$ cat config.mk
export PLATFORM = sky130hd
export DESIGN_NAME = mux_scan_ctrl
export DESIGN_NICKNAME = d
export VERILOG_FILES = /design/src/rtl/mux_scan_ctrl_pkg.sv /design/src/rtl/mux_next_chan.sv /design/src/rtl/mux_scan_ctrl.sv
export SDC_FILE = /design/constraint.sdc
export NUM_CORES = 1
export LEC_CHECK = 0
export ABC_AREA = 0
export CELL_PAD_IN_SITES_DETAIL_PLACEMENT = 1
export CELL_PAD_IN_SITES_GLOBAL_PLACEMENT = 2
export CORE_MARGIN = 4
export CORE_UTILIZATION = 34
export CTS_BUF_LIST = sky130_fd_sc_hd__clkbuf_4
export DETAILED_ROUTE_END_ITERATION = 8
export PLACE_DENSITY_LB_ADDON = 0.3
export SLEW_MARGIN = 20
export SYNTH_ARGS = -nofsm -noshare
export SYNTH_HDL_FRONTEND = slang
export SYNTH_SLANG_ARGS = --single-unit
$ cat constraint.sdc
create_clock -name clk -period 4.5 [get_ports clk]
set_input_delay 1.35 -clock clk [delete_from_list [all_inputs] [get_ports clk]]
set_output_delay 1.35 -clock clk [all_outputs]
set_load 0.05 [all_outputs]
$ cat src/rtl/mux_scan_ctrl_pkg.sv
// Shared constants for the mux scan controller and its bench.
//   NumChan       : number of mux channels scanned
//   ChanW         : width of a channel index
//   SettleDefault : default hold time per channel, in clock cycles
//   state_e       : controller FSM state encoding
package mux_scan_ctrl_pkg;

  localparam int unsigned NumChan       = 16;
  localparam int unsigned ChanW         = 4;
  localparam int unsigned SettleDefault = 4;

  typedef enum logic [1:0] {
    StIdle   = 2'd0,
    StSettle = 2'd1,
    StDone   = 2'd2
  } state_e;

endpackage

$ cat src/rtl/mux_next_chan.sv
// Combinational search for the next enabled channel.
//   mask  : channel enable bits
//   cur   : current channel index
//   first : 1 = search from channel 0 inclusive, 0 = search strictly above cur
//   nxt   : lowest qualifying enabled channel (cur when none found)
//   found : a qualifying channel exists
module mux_next_chan
  import mux_scan_ctrl_pkg::*;
(
  input  logic [NumChan-1:0] mask,
  input  logic [ChanW-1:0]   cur,
  input  logic               first,
  output logic [ChanW-1:0]   nxt,
  output logic               found
);

  always_comb begin
    found = 1'b0;
    nxt   = cur;
    // Walk downward so the lowest qualifying index is the last one written.
    for (int i = NumChan - 1; i >= 0; i--) begin
      if (mask[i] && (first || (i > int'(cur)))) begin
        found = 1'b1;
        nxt   = ChanW'(i);
      end
    end
  end

endmodule

$ cat src/rtl/mux_scan_ctrl.sv
// Scans the enabled channels of an external 16-to-1 mux in ascending order,
// holding each select value for SETTLE cycles and sampling the mux output on
// the last of them.
//   clk       : clock, rising edge
//   rst       : synchronous active-high reset
//   start     : scan request, only honoured in idle
//   chan_mask : channel enables, captured when start is accepted
//   mux_out   : output of the scanned mux
//   sel       : registered mux select
//   busy      : scan in progress
//   done      : one-cycle completion pulse
//   data      : scan result, bit i = sample of channel i
module mux_scan_ctrl
  import mux_scan_ctrl_pkg::*;
#(
  parameter int unsigned SETTLE = SettleDefault
) (
  input  logic               clk,
  input  logic               rst,
  input  logic               start,
  input  logic [NumChan-1:0] chan_mask,
  input  logic               mux_out,
  output logic [ChanW-1:0]   sel,
  output logic               busy,
  output logic               done,
  output logic [NumChan-1:0] data
);

  localparam logic [7:0] CntLoad = 8'(SETTLE - 1);

  state_e             state_q, state_d;
  logic [ChanW-1:0]   sel_q, sel_d;
  logic [NumChan-1:0] data_q, data_d;
  logic [NumChan-1:0] mask_q, mask_d;
  logic [7:0]         cnt_q, cnt_d;

  logic               search_first;
  logic [NumChan-1:0] search_mask;
  logic [ChanW-1:0]   nxt_chan;
  logic               nxt_found;

  // In idle the search looks for the lowest channel of the incoming mask;
  // during a scan it looks above the current select in the latched mask.
  assign search_first = (state_q == StIdle);
  assign search_mask  = search_first ? chan_mask : mask_q;

  mux_next_chan u_next_chan (
    .mask  (search_mask),
    .cur   (sel_q),
    .first (search_first),
    .nxt   (nxt_chan),
    .found (nxt_found)
  );

  always_comb begin
    state_d = state_q;
    sel_d   = sel_q;
    data_d  = data_q;
    mask_d  = mask_q;
    cnt_d   = cnt_q;
    unique case (state_q)
      StIdle: begin
        if (start) begin
          data_d = '0;
          mask_d = chan_mask;
          if (chan_mask != '0) begin
            sel_d   = nxt_chan;
            cnt_d   = CntLoad;
            state_d = StSettle;
          end else begin
            state_d = StDone;
          end
        end
      end
      StSettle: begin
        if (cnt_q == 8'd0) begin
          data_d[sel_q] = mux_out;
          if (nxt_found) begin
            sel_d = nxt_chan;
            cnt_d = CntLoad;
          end else begin
            state_d = StDone;
          end
        end else begin
          cnt_d = cnt_q - 8'd1;
        end
      end
      StDone:  state_d = StIdle;
      default: state_d = StIdle;
    endcase
  end

  always_ff @(posedge clk) begin
    if (rst) begin
      state_q <= StIdle;
      sel_q   <= '0;
      data_q  <= '0;
      mask_q  <= '0;
      cnt_q   <= '0;
    end else begin
      state_q <= state_d;
      sel_q   <= sel_d;
      data_q  <= data_d;
      mask_q  <= mask_d;
      cnt_q   <= cnt_d;
    end
  end

  assign sel  = sel_q;
  assign data = data_q;
  assign busy = (state_q == StSettle);
  assign done = (state_q == StDone);

endmodule

[Word level (Yosys, flattened, before mapping)]
Index checks and enable logic that the tools add are counted.
W data, S select, Z words.
Word-level totals
  register bits: 46
  input bits: 20
  output and inout bits: 22
  logic and storage cells: 126
Operators by class
  add/subtract/negate cells: 1
  $lt $le $gt $ge: 17
  equal/unequal tests: 8
  muxes and demuxes: 54
  reduce and logical (&&, ||, !) cells: 41
Operators by type and width (count)
  $mux W4: 20
  $mux W16: 3
  $gt A4 B4 Y1 const A: 8
  $mux W8: 4
  $pmux W16 S2: 1
  $logic_and A1 B1 Y1: 17
  $mux W1: 17
  $bwmux W16: 1
  $gt A3 B4 Y1 const A: 4
  $pmux W8 S2: 1
  $reduce_bool A16 Y1: 1
  $logic_or A1 B1 Y1: 15
  $gt A2 B4 Y1 const A: 2
  $logic_not A8 Y1: 1
  $mux W2: 4
  $pmux W4 S2: 1
  $sub A8 B1 Y8 const B: 1
  $ne A2 B1 Y1 const B: 3
  $reduce_and A3 Y1: 2
  $lt A4 B5 Y1 const B: 1
  $reduce_and A5 Y1: 1
  $demux W1 S4: 1
  $ge A4 B1 Y1 const B: 1
  $gt A1 B4 Y1 const A: 1
  9 further kinds: 10

[Longest topological paths before layout]
  depth after elaboration: 22
  depth in mapped cells: 11
  depth with buffers taken out: 8

[Hierarchy]
Synthesis repeated with hierarchy kept, for this count alone.
Second synthesis, totals
  cells, all modules: 370
  area, all modules: 2911.5 sq um
By module, submodules not included
  mux_scan_ctrl: times used 1, cells each 293, area each 2389.8 sq um, seq. area each 920.9 sq um
  mux_next_chan: times used 1, cells each 77, area each 521.8 sq um, seq. area each 0.0 sq um

[Least setup slack after synthesis]
Ideal clock, no wire load.
  path type: input-to-reg
  start: in chan_mask[0]
  end: reg sel_q[0], in the netlist sel[0]
  setup time: 0.058 ns
  data arrival time: 3.029 ns
  required time: 4.442 ns
  path slack: 1.413 ns
  stages on the path: 8
  buffers on the path: 1
  path through: or4_1 nand2b_1 nor4_2 o31ai_1 nor2b_2 buf_6 o311ai_1 o21a_1
On the way
  longest elaborated chain between the ends: 6
  elaborated cells between the ends (all ways): 13
Ends and longest elaborated chain
  start: declaration: RTL line mux_scan_ctrl.sv:21  | input logic [NumChan-1:0] chan_mask,
  $mux W16: RTL line mux_scan_ctrl.sv:45  | assign search_mask = search_first ? chan_mask : mask_q;
  $logic_and A1 B1 Y1: RTL line mux_next_chan.sv:22  | if (mask[i] && (first || (i > int'(cur)))) begin
  $mux W4: RTL line mux_next_chan.sv:22
  $mux W4, on equally long branches: RTL line mux_scan_ctrl.sv:78, mux_scan_ctrl.sv:66
  $mux W4, on equally long branches: RTL line mux_scan_ctrl.sv:76, mux_scan_ctrl.sv:63
  $pmux W4 S2: RTL line mux_scan_ctrl.sv:61  | unique case (state_q)
  end signal: assignment: RTL line mux_scan_ctrl.sv:102  | sel_q <= sel_d;
  end: declaration: RTL line mux_scan_ctrl.sv:32  | logic [ChanW-1:0] sel_q, sel_d;
Several ways; a longest one is shown, not always the timed one. The select of a mux whose other input is x is not followed.
A chain may end at the register's enable or synchronous reset.

[Worst setup path in the final report]
  start: reg state_q[1]
  end: out busy
On the way
  longest elaborated chain between the ends: 1
Ends and longest elaborated chain
  start: declaration: RTL line mux_scan_ctrl.sv:31  | state_e state_q, state_d;
  start signal: assignment: RTL line mux_scan_ctrl.sv:95  | state_q <= StIdle;
  start signal: assignment: RTL line mux_scan_ctrl.sv:101  | state_q <= state_d;
  $eq A2 B1 Y1: RTL line mux_scan_ctrl.sv:111  | assign busy = (state_q == StSettle);
  end: declaration: RTL line mux_scan_ctrl.sv:24  | output logic busy,
No other way between the ends.

==> summary.txt <==
Drt
  • 1st-iter DRT viols: 190
  • Routed Antenna Nets: 0
  • DRC: 0
  • Routed vias/inst: 5.77
  • Drt first pass iters: 4
  • Wire length after detailed routing: approximately 8700 µm
  • Avg WL per Cell: 18.4 µm
  • Vias: 2,737

Placed design
  • DP HPWL: 6110 µm
  • Placed cells: between 400 and 500
  • RD Place Congestion: 0.794
  • # port buffers: 41

Clock network
  • Clk root buf: clkbuf_4
  • Post-CTS resize count: 0
  • Post-CTS Setup Bufs: 0
  • CTS Buffer Depth: 2
  • Hold buffers post-CTS: 0
  • CTS Buf Count: 5
  • Clk_lat worst skew: between 0.3 and 0.4 ns
  • Clk slew on worst S/H paths: 0.16 ns
  • Sink Count: 45
  • CTS tree: built
  • H-tree Lvls: 2

Setup path
  • Crit. End Element: primary output
  • WP data required: 3.15 ns
  • Crit Path Max Fanout: 12
  • CP Class: flop to primary output
  • Signal arrival time at the worst endpoint: roughly 2.4 ns
  • Worst Setup Start Kind: flop

Global route
  • Pin count of the biggest net entering global routing: 48
  • First-pass GRT wire length: 14,500 µm
  • Antenna violations before repair: 0
  • GRT met2 Usage: 0.333
  • Total gr overflow: 0
  • Global route hottest layer: met2
  • Met3 usage: 0.0349
  • Vias in the first global route: 2,819
  • Tot GR Track Use: 0.201
  • M1 GR Usage: 0.270

STA
  • Setup violators final: 0
  • Worst slew margin: 0.481
  • Final Hold Vio Count: 0
  • Final setup TNS: 0 ns
  • Min Tclk post-route: 3.75 ns
  • Max Freq: 266 MHz
  • RSZ-0062 raised after global routing: no
  • Setup Skew: roughly 0.019 ns
  • Period utilisation layout: 0.834
  • Least-Margin Pin Slew: roughly 0.8 ns
  • Pins Over Slew Limit: 0

Hold path
  • Min-delay worst type: flop to flop

Floorplan
  • FP Rows: 31
  • Die area: 0.00930 mm²
  • Count of boundary I/O pins: 42
  • Die H: 96.5 µm
  • Total core area: 0.00741 mm²
  • Initial core utilization: 0.359
  • Die X: around 96 µm

Cells and area
  • Antenna diodes: 0
  • Layout net count: around 400
  • Share of layout cells above drive strength 1: 0.0773
  • Most frequent cells in the layout: 59 x nand2_1, 45 x dfxtp_1, 42 x a21oi_1
  • Most common cell after layout, fill and taps aside: nand2_1
  • Finished Layout Cells: 474
  • Area grow syn2layout: 19.0%

Job
  • Max-cap violations: 0

Synth
  • Seq cells post-synth: 45
  • Synthesis Warnings: 0
  • Seq/Total Area, Yosys: 0.339
  • Synth Cell Area: 0.00266 mm²
  • Ys flop type: dfxtp_1
  • Post-Syn Nets: 368
  • Async SR Flop Fraction: 0
  • Syn avg cell area: 7.69 µm²
  • Post-synth EDFFs: 0
  • Distinct cells, synth: 57
  • Post-Syn Instances: between 300 and 400

Power
  • P_sw: 339 µW
  • Pwr dens: 287 mW/mm²
  • Seq pwr share: 0.486
  • Pleak: between 0.001 and 0.0015 µW
  • P_int: roughly 570 µW
  • Peak VDD IR: 0.112 mV
  • Clock Power Share: 0.230
  • Switching Share: 0.373
  • Logic pwr share: 0.284

Status
  • Status: finished clean
-- final timing paths --
path | cells past startpoint | slack, ns | end | start
setup / recovery | 3 | 0.75 | busy | state_q[1]$_SDFFE_PP0P_
hold / removal | 2 | 0.47 | mask_q[5]$_SDFFE_PP0P_ | mask_q[5]$_SDFFE_PP0P_
setup reg to reg | 7 | 1.50 | sel[3]$_SDFFE_PP0P_ | state_q[1]$_SDFFE_PP0P_
hold reg to reg | 2 | 0.47 | mask_q[5]$_SDFFE_PP0P_ | mask_q[5]$_SDFFE_PP0P_
-- cells in the mapped netlist (4+ instances only) --
library cell	instances	area [µm²]
buf_2	6	30.0
nand3b_1	4	30.0
a21oi_1	42	210
inv_1	8	30.0
or4_1	6	45.0
nand2_1	59	221
clkbuf_1	17	63.8
a21boi_0	4	30.0
or3_1	9	56.3
o211ai_1	8	60.1
nor3b_1	5	37.5
dfxtp_1	45	901
nand3_1	11	55.1
nor2b_1	4	25.0
nand2b_1	7	43.8
a31oi_1	9	56.3
a311oi_1	4	35.0
nor3_1	9	45.0
nor2_1	16	60.1
o21ai_0	17	85.1
-- final cells by class --
class,instances,area (µm²)
tap,99,124
fill,902,4240
timing repair buffer,47,455
clock inverter,3,17.5
multi-input combinational,267,1600
clock buffer,5,37.5
sequential,45,901
inverter,8,30.0
-- metal layers --
layer / wire (µm) / part of all wire
met3: 348 / 0.040
met1: 4120 / 0.47
met2: 4130 / 0.47
met5: 0 / 0
met4: 132 / 0.015
-- sequential cells by signal, summed over array words and instances (netlist names) --
register and flops:
cnt_q 8, data 16, mask_q 15, sel 4
state_q 2
-- power groups by stage --
stage          clock network [µW]  registers (µW)  logic, µW
2_1_floorplan                   0             456        166
3_3_place_gp                    0             450        252
3_5_place_dp                    0             451        257
4_1_cts                       214             442        258
5_1_grt                       230             446        284
6_report                      209             442        258
-- per-stage QoR --
step	util	power, µW	hold slack (ns)	setup WS [ns]	instance area, µm²
2_1_floorplan	-	621	0.432	1.41	2660
5_1_grt	0.427	961	0.493	0.603	3170
3_3_place_gp	0.420	702	0.448	0.858	3110
3_5_place_dp	0.420	707	0.458	0.767	3110
6_report	0.427	909	0.473	0.745	3170
4_1_cts	0.427	914	0.477	0.742	3170
-- kinds of logic (layout without fill, tap and decap cells) --
family | count (synthesis) | count (layout) | share of synthesized area
compound gates | 115 | 115 | 0.288
fa+ha+maj | 2 | 2 | 0.00941
buf+inv | 34 | 63 | 0.0593
flops | 45 | 45 | 0.339
mux | 3 | 3 | 0.0160
simple gates | 147 | 147 | 0.288
-- critical path: stages, from the launching register on --
cell	delay (ns)
dfxtp_1	0.62
nand2b_1	0.48
inv_1	0.18
clkdlybuf4s50_1	0.74
(Power assumes the default switching activity.)
